===== config.mk =====
export PLATFORM = sky130hd
export DESIGN_NAME = dm_scan_reader
export DESIGN_NICKNAME = d
export VERILOG_FILES = /design/src/rtl/dm_scan_reader.sv
export SDC_FILE = /design/constraint.sdc
export NUM_CORES = 1
export LEC_CHECK = 0
export CORE_ASPECT_RATIO = 2
export CORE_MARGIN = 1.5
export CORE_UTILIZATION = 48
export CTS_BUF_LIST = sky130_fd_sc_hd__clkbuf_16
export DETAILED_ROUTE_END_ITERATION = 10
export GPL_ROUTABILITY_DRIVEN = 0
export GPL_TIMING_DRIVEN = 0
export PLACE_DENSITY_LB_ADDON = 0.3
export SETUP_SLACK_MARGIN = 0.3
export SLEW_MARGIN = 20
export SYNTH_ARGS = -nofsm -noshare
export SYNTH_HDL_FRONTEND = slang
export SYNTH_SLANG_ARGS = --single-unit
export TNS_END_PERCENT = 5

===== constraint.sdc =====
create_clock -name clk -period 2.45 [get_ports clk]
set_input_delay 0.245 -clock clk [delete_from_list [all_inputs] [get_ports clk]]
set_output_delay 0.245 -clock clk [all_outputs]
set_load 0.05 [all_outputs]

===== src/rtl/dm_scan_reader.sv =====
// rtl/dm_scan_reader.sv - walks a data-memory word range and holds each word for the LED display
// Optional: DM_SCAN_CHECKSUM_EN adds a running sum of captured words on checksum.

module dm_scan_reader #(
    parameter int ADDR_W    = 6,
    parameter int DATA_W    = 32,
    parameter int RD_LAT    = 1,
    parameter int DWELL_CYC = 50000000
) (
    input  logic              clk,
    input  logic              rst_n,
    input  logic              start,
    input  logic              stop,
    input  logic              step_mode,
    input  logic              step,
    input  logic              loop,
    input  logic [ADDR_W-1:0] addr_lo,
    input  logic [ADDR_W-1:0] addr_hi,
    output logic [ADDR_W-1:0] DM_Addr,
    output logic              dm_rd_en,
    input  logic [DATA_W-1:0] M_R_Data,
    output logic [DATA_W-1:0] disp_data,
    output logic              disp_valid,
    output logic [ADDR_W-1:0] cur_addr,
    output logic              busy,
    output logic              done,
    output logic [DATA_W-1:0] checksum
);

    // One counter serves both the read-latency wait and the display dwell.
    localparam int CNT_W = ($clog2(DWELL_CYC) < 2) ? 2 : $clog2(DWELL_CYC);

    typedef enum logic [2:0] {
        S_IDLE,
        S_ISSUE,
        S_WAIT,
        S_CAPTURE,
        S_DWELL,
        S_DONE
    } state_t;

    state_t            state;
    state_t            state_next;
    logic [ADDR_W-1:0] ptr;
    logic [ADDR_W-1:0] lo_q;
    logic [ADDR_W-1:0] hi_q;
    logic [CNT_W-1:0]  cnt;
    logic              start_ok;
    logic              adv;
    logic              capture;
    logic              at_hi;

    assign at_hi   = (ptr == hi_q);
    assign capture = (state == S_CAPTURE) && !stop;

    always_ff @(posedge clk or negedge rst_n) begin
        if (!rst_n) begin
            state <= S_IDLE;
        end else begin
            state <= state_next;
        end
    end

    always_comb begin
        state_next = state;
        start_ok   = 1'b0;
        adv        = 1'b0;
        if (stop) begin
            state_next = S_IDLE;
        end else begin
            case (state)
                S_IDLE, S_DONE: begin
                    if (start) begin
                        start_ok   = 1'b1;
                        state_next = S_ISSUE;
                    end
                end
                S_ISSUE:   state_next = (RD_LAT == 1) ? S_CAPTURE : S_WAIT;
                S_WAIT: begin
                    if (cnt == CNT_W'(1)) begin
                        state_next = S_CAPTURE;
                    end
                end
                S_CAPTURE: state_next = S_DWELL;
                S_DWELL: begin
                    if (step_mode ? step : (cnt == '0)) begin
                        adv        = 1'b1;
                        state_next = (at_hi && !loop) ? S_DONE : S_ISSUE;
                    end
                end
                default:   state_next = S_IDLE;
            endcase
        end
    end

    always_ff @(posedge clk or negedge rst_n) begin
        if (!rst_n) begin
            ptr  <= '0;
            lo_q <= '0;
            hi_q <= '0;
            cnt  <= '0;
        end else begin
            if (start_ok) begin
                lo_q <= addr_lo;
                hi_q <= addr_hi;
                ptr  <= addr_lo;
            end else if (adv && !(at_hi && !loop)) begin
                ptr <= at_hi ? lo_q : ptr + 1'b1;
            end

            case (state)
                S_ISSUE:   cnt <= CNT_W'(RD_LAT - 1);
                S_WAIT:    cnt <= cnt - 1'b1;
                S_CAPTURE: cnt <= CNT_W'(DWELL_CYC - 1);
                S_DWELL: begin
                    if (!step_mode && cnt != '0) begin
                        cnt <= cnt - 1'b1;
                    end
                end
                default:   cnt <= cnt;
            endcase
        end
    end

    always_ff @(posedge clk or negedge rst_n) begin
        if (!rst_n) begin
            disp_data  <= '0;
            cur_addr   <= '0;
            disp_valid <= 1'b0;
        end else begin
            disp_valid <= capture;
            if (capture) begin
                disp_data <= M_R_Data;
                cur_addr  <= ptr;
            end
        end
    end

    // ptr only moves on entry to ISSUE, so it already is the held read address.
    assign DM_Addr  = ptr;
    assign dm_rd_en = (state == S_ISSUE);
    assign busy     = (state == S_ISSUE) || (state == S_WAIT) ||
                      (state == S_CAPTURE) || (state == S_DWELL);
    assign done     = (state == S_DONE);

`ifdef DM_SCAN_CHECKSUM_EN
    logic [DATA_W-1:0] sum_q;

    always_ff @(posedge clk or negedge rst_n) begin
        if (!rst_n) begin
            sum_q <= '0;
        end else if (start_ok) begin
            sum_q <= '0;
        end else if (capture) begin
            sum_q <= sum_q + M_R_Data;
        end
    end

    assign checksum = sum_q;
`else
    assign checksum = '0;
`endif

endmodule


# Yosys cells after proc, flatten, opt, wreduce, memory -nomap -nowiden
# Cells that the tools add are included.
dict set report classes {
  n_addsub 2
  n_eq_ne 11
  muxes 18
  n_reduce_logical 19
}
# op count
set ops {}
lappend ops {{$pmux 26 s4} 1}
lappend ops {{$eq 26x1->1 const B} 1}
lappend ops {{$logic_not 26->1} 1}
lappend ops {{$mux 26} 1}
lappend ops {{$reduce_bool 26->1} 1}
lappend ops {{$sub 26x1->26 const B} 1}
lappend ops {{$mux 6} 3}
lappend ops {{$mux 3} 5}
lappend ops {{$pmux 3 s5} 1}
lappend ops {{$ne 3x3->1 const B} 3}
lappend ops {{$mux 1} 7}
lappend ops {{$add 6x1->6 const B} 1}
lappend ops {{$eq 3x2->1 const B} 2}
lappend ops {{$eq 3x3->1 const B} 2}
lappend ops {{$eq 6x6->1} 1}
lappend ops {{$logic_and 1x1->1} 4}
lappend ops {{$logic_not 1->1} 4}
lappend ops {{$reduce_bool 4->1} 1}
lappend ops {{$eq 3x1->1 const B} 1}
lappend ops {{$logic_not 3->1} 1}
lappend ops {{$logic_or 1x1->1} 3}
lappend ops {{$reduce_and 3->1} 1}
lappend ops {{$ne 2x2->1 const B} 1}
lappend ops {{$reduce_and 2->1} 1}
lappend ops {{2 further kinds} 2}
dict set report word_totals {
  register_bits 86
  input_bits 51
  output_inout_bits 80
}

# Depth between registers and ports, before layout
dict set report depth {
  depth_word 8
  depth_mapped 10
}

# Worst setup path before layout
# Ideal clock, no wire load.
dict set report synth_timing {
  path_type {reg-to-reg}
  startpoint {reg state[0]}
  endpoint {reg cnt[12]}
  setup_time_ps 119
  arrival_ps 2097
  required_time_ps 2331
  path_slack_ps 235
  path_stages_with_launch 6
  n_path_buf 1
  period_less_slack_ps 2215
  path_cell_list {dfrtp_1 buf_4 inv_1 nor3_1 a31oi_1 o21a_1}
}
dict set report synth_via {
  elab_chain_len 3
  word_cells_on_any_way 8
  classes_between {eq/ne (5); mux (1); reduce/logical (2)}
}
# item line
set synth_rtl {}
lappend synth_rtl {{start, declared} 42} ;# state_t state;
lappend synth_rtl {{start signal, assigned} 60} ;# state <= state_next;
lappend synth_rtl {{$eq 3x1->1 (*)} n/a}
lappend synth_rtl {{named net dm_rd_en} 20} ;# output logic dm_rd_en,
lappend synth_rtl {{$reduce_bool 4->1 (no line)} n/a}
lappend synth_rtl {{$reduce_and 2->1 (no line)} n/a}
lappend synth_rtl {{end signal, assigned} 112} ;# S_ISSUE: cnt <= CNT_W'(RD_LAT - 1);
lappend synth_rtl {{end signal, assigned} 113} ;# S_WAIT: cnt <= cnt - 1'b1;
lappend synth_rtl {{end signal, assigned} 114} ;# S_CAPTURE: cnt <= CNT_W'(DWELL_CYC - 1);
lappend synth_rtl {{end, declared} 47} ;# logic [CNT_W-1:0] cnt;
# The timed path passes the listed nets; every way through them passes the cells marked *.
# A chain may end at the register's enable or synchronous reset.

# Worst setup path after layout
dict set report layout_timing {
  startpoint {reg state[1]}
  endpoint {out done}
}
dict set report layout_via {
  elab_chain_len 1
}
# item line
set layout_rtl {}
lappend layout_rtl {{$eq 3x3->1} 144} ;# assign done = (state == S_DONE);
lappend layout_rtl {{end, declared} 26} ;# output logic done,
# Every way passes these cells.

==> key figures <==
Timing
  – Setup_tns: 0 ns
  – Final Cycle Share: 0.893
  – Setup Viol. Count Final: 0
  – Clock Skews: 0.00639 ns
  – Fin. Hold Viols: 0
  – Worst-Margin Slew: around 0.55 ns
  – Fin crit period: 2.19 ns
  – Fin Hold WS: 0.404 ns
  – Relative slew slack: 0.632
  – Highest Clock Rate: about 0.46 GHz
  – Slew Limit Fails: 0
  – RSZ-0062 raised after global routing: yes

CTS
  – Worst-Skew Late Latency: 0.34 ns
  – CTS H-Tree Depth: 3
  – Clock slew at reported path FFs: approximately 0.07 ns
  – Buffer levels on the longest clock path: 2
  – Num CTS Buffers: 9
  – CTS tree: built
  – CTS Sinks: 86
  – Clock Tree Root: clkbuf_16

Logic synthesis
  – Seq cells post-synth: 86
  – Syn. warnings: 0
  – Synth cell types: 61
  – Mapped Area: ~4500 um^2
  – Asr flop ratio synth: 1.00
  – Register area share after synthesis: 0.478
  – Syn avg cell area: 10.4 um^2
  – Top_reg_cell synth: dfrtp_1
  – Post-synth EDFFs: 0
  – Syn Inst Count: 431

Routing
  – Remaining antenna violation count after routing: 0
  – Vias/cell: 5.46
  – Drt wl/cell: 17.1 um
  – Drt pass-1 iters: 6
  – Total number of vias: 3,779
  – DRC Markers: 0
  – Initial DRC Count: 234
  – Drt total wl: 11,800 um

Finish
  – Most frequent cells in the layout: clkdlybuf4s50_1, dfrtp_1, nand2_1, buf_4, mux2_2
  – Ant diodes: 0
  – NumNets Final: approximately 640
  – Design area: 6250 um^2
  – Non-filler cells, final: approximately 690
  – P&R area growth vs syn: 38.9%
  – Multi-input gate area: 2150 um^2
  – Commonest non-fill, non-tap cell in the layout: clkdlybuf4s50_1
  – Seq. cell area: about 2200 um^2
  – Share of cells above drive strength 1: 0.251
  – FILL cells: 695
  – Fin util: 0.688

Die
  – Horiz. Die Dim: 71.5 um
  – Die H: 140 um
  – Core ar.: 9070 um^2
  – Full die area: 10000 um^2
  – FP Rows: 49
  – IO Pins: around 130
  – Starting density of the core: 0.496

Pwr
  – NetSw: around 0.0037 W
  – Leak: 2.79 nW
  – Clock network fraction of design power: 0.169
  – Combinational Power Share: 0.523
  – Power Dens Cells: 1300 nW/um^2
  – Sequential power share: 0.308
  – Worst vdd ir: 0.970 mV
  – Sw frac: 0.457
  – Int Pwr: 0.00441 W

Status
  – Status: finished clean

Worst setup path
  – Slowest stage delay, CP: a little over 0.8 ns
  – Worst Setup End Kind: output port
  – CP Launch Type: flip-flop
  – Max FO, Critical Path: 6
  – Cell Chain, Critical Path: nand2b_1, nor2_1, clkdlybuf4s50_1
  – Setup Crit Path Kind: flip-flop to output port
  – Crit path DAT: between 1.5 and 2 ns
  – Slowest-stage cell, CP: clkdlybuf4s50_1
  – Required time worst endpoint: 2.20 ns

Global route
  – Initial antenna violation count: 0
  – Number of global-route vias before repair: 3,863
  – First-pass GRT wire length: around 19,000 um
  – Grt total ovfl: 0
  – Overall routing resource usage: 0.238
  – Largest net degree at the start of global routing: 53

Placement
  – Inst Count DP: 663
  – Port bufs: 98
  – HPWL after DPL: 8740 um
  – Placed cell areas: 5750 um^2

Worst hold path
  – Worst Hold Class: input pin to asynchronous set/reset pin

Job
  – Number of max-cap violations: 0
==> flip-flops by register name (all words and copies together) (netlist names) <==
| name | cells |
|---|---|
| disp_valid | 1 |
| cur_addr | 6 |
| cnt | 26 |
| disp_data | 32 |
| lo_q | 6 |
| state | 3 |
| DM_Addr | 6 |
| hi_q | 6 |
==> critical path, delay by kind of cell (launching register included) <==
family	cells	cell delay (ns)
AND/OR/NAND/NOR	2	0.39
buffers and inverters	1	0.81
flip-flops	1	0.40
==> cells in the mapped netlist, types with 4 or more instances <==
library cell | count | area (um^2)
dfrtp_1 | 86 | 2150
nand2_1 | 55 | 206
mux2_2 | 39 | 439
buf_4 | 37 | 278
nor2_1 | 25 | 93.8
o21ai_0 | 22 | 110
a21oi_1 | 15 | 75.1
nor3_1 | 12 | 60.1
xnor2_1 | 12 | 105
inv_1 | 10 | 37.5
nand3_1 | 9 | 45.0
xor2_1 | 7 | 61.3
clkbuf_1 | 6 | 22.5
nor4_1 | 6 | 37.5
buf_2 | 5 | 25.0
mux2i_1 | 5 | 50.1
o211ai_1 | 4 | 30.0
==> kinds of logic after synthesis <==
logic type,Yosys count,share of synthesized area
flops,86,0.478
buf+inv,61,0.0882
simple gates,138,0.157
compound gates,77,0.116
mux,46,0.114
xor+xnor,19,0.0370
fa+ha+maj,3,0.00835
other cells,1,0.000834
==> path summary, 6_finish.rpt <==
path,from,endpoint,slack [ns],cells after the start
min in group clk,addr_hi[2],hi_q[2]$_DFFE_PN0P_,0.44,3
max in group asynchronous,rst_n,disp_data[7]$_DFFE_PN0P_,1.41,3
hold reg to reg,lo_q[4]$_DFFE_PN0P_,lo_q[4]$_DFFE_PN0P_,0.47,2
setup / recovery,state[1]$_DFFE_PN0P_,done,0.26,3
hold / removal,rst_n,cnt[18]$_DFFE_PN0P_,0.40,2
setup reg to reg,cnt[1]$_DFFE_PN0P_,cnt[22]$_DFFE_PN0P_,0.27,10
==> per-layer routing <==
metal | vias up | global-route usage | wire length (um)
met2 | 150 | 0.447 | 6720
met3 | 47 | 0.0432 | 511
met5 | - | 0 | 0
met1 | 1827 | 0.234 | 3970
met4 | 0 | 0.136 | 620
li1 | 1755 | - | -
==> final cells by class <==
class / count / area share
Clock buffer: 9 / 0.0361
Sequential cell: 86 / 0.345
Clock inverter: 7 / 0.0118
Multi-Input combinational cell: 315 / 0.345
Tap cell: 102 / 0.0204
Inverter: 10 / 0.00601
Buffer: 51 / 0.0587
Timing Repair Buffer: 112 / 0.178
==> timing repair <==
| action | 4_1_cts | 5_1_grt |
|---|---|---|
| setup endpoints to repair | 42 | 71 |
| pin swaps | 1 | 7 |
| buffers inserted | 5 | 7 |
| hold endpoints to repair | 34 | 0 |
| resized for setup | 13 | 19 |
| hold buffers | 1 | 0 |
==> per-stage QoR <==
stage	setup WS, ns	total power, W
after global placement	-1.95	0.00638
final	0.262	0.00813
after CTS	0.221	0.00797
after detailed placement	-0.00513	0.00648
after global routing	0.156	0.00852
after floorplan	0.322	0.00518
==> power groups by stage <==
stage                     Clock, W  Combinational, W  Sequential, W
after global routing       0.00145           0.00447        0.00260
final                      0.00138           0.00425        0.00251
after CTS                  0.00140           0.00409        0.00248
after detailed placement         0           0.00398        0.00250
after global placement           0           0.00392        0.00246
after floorplan                  0           0.00154        0.00364
(Power assumes the default switching activity.)
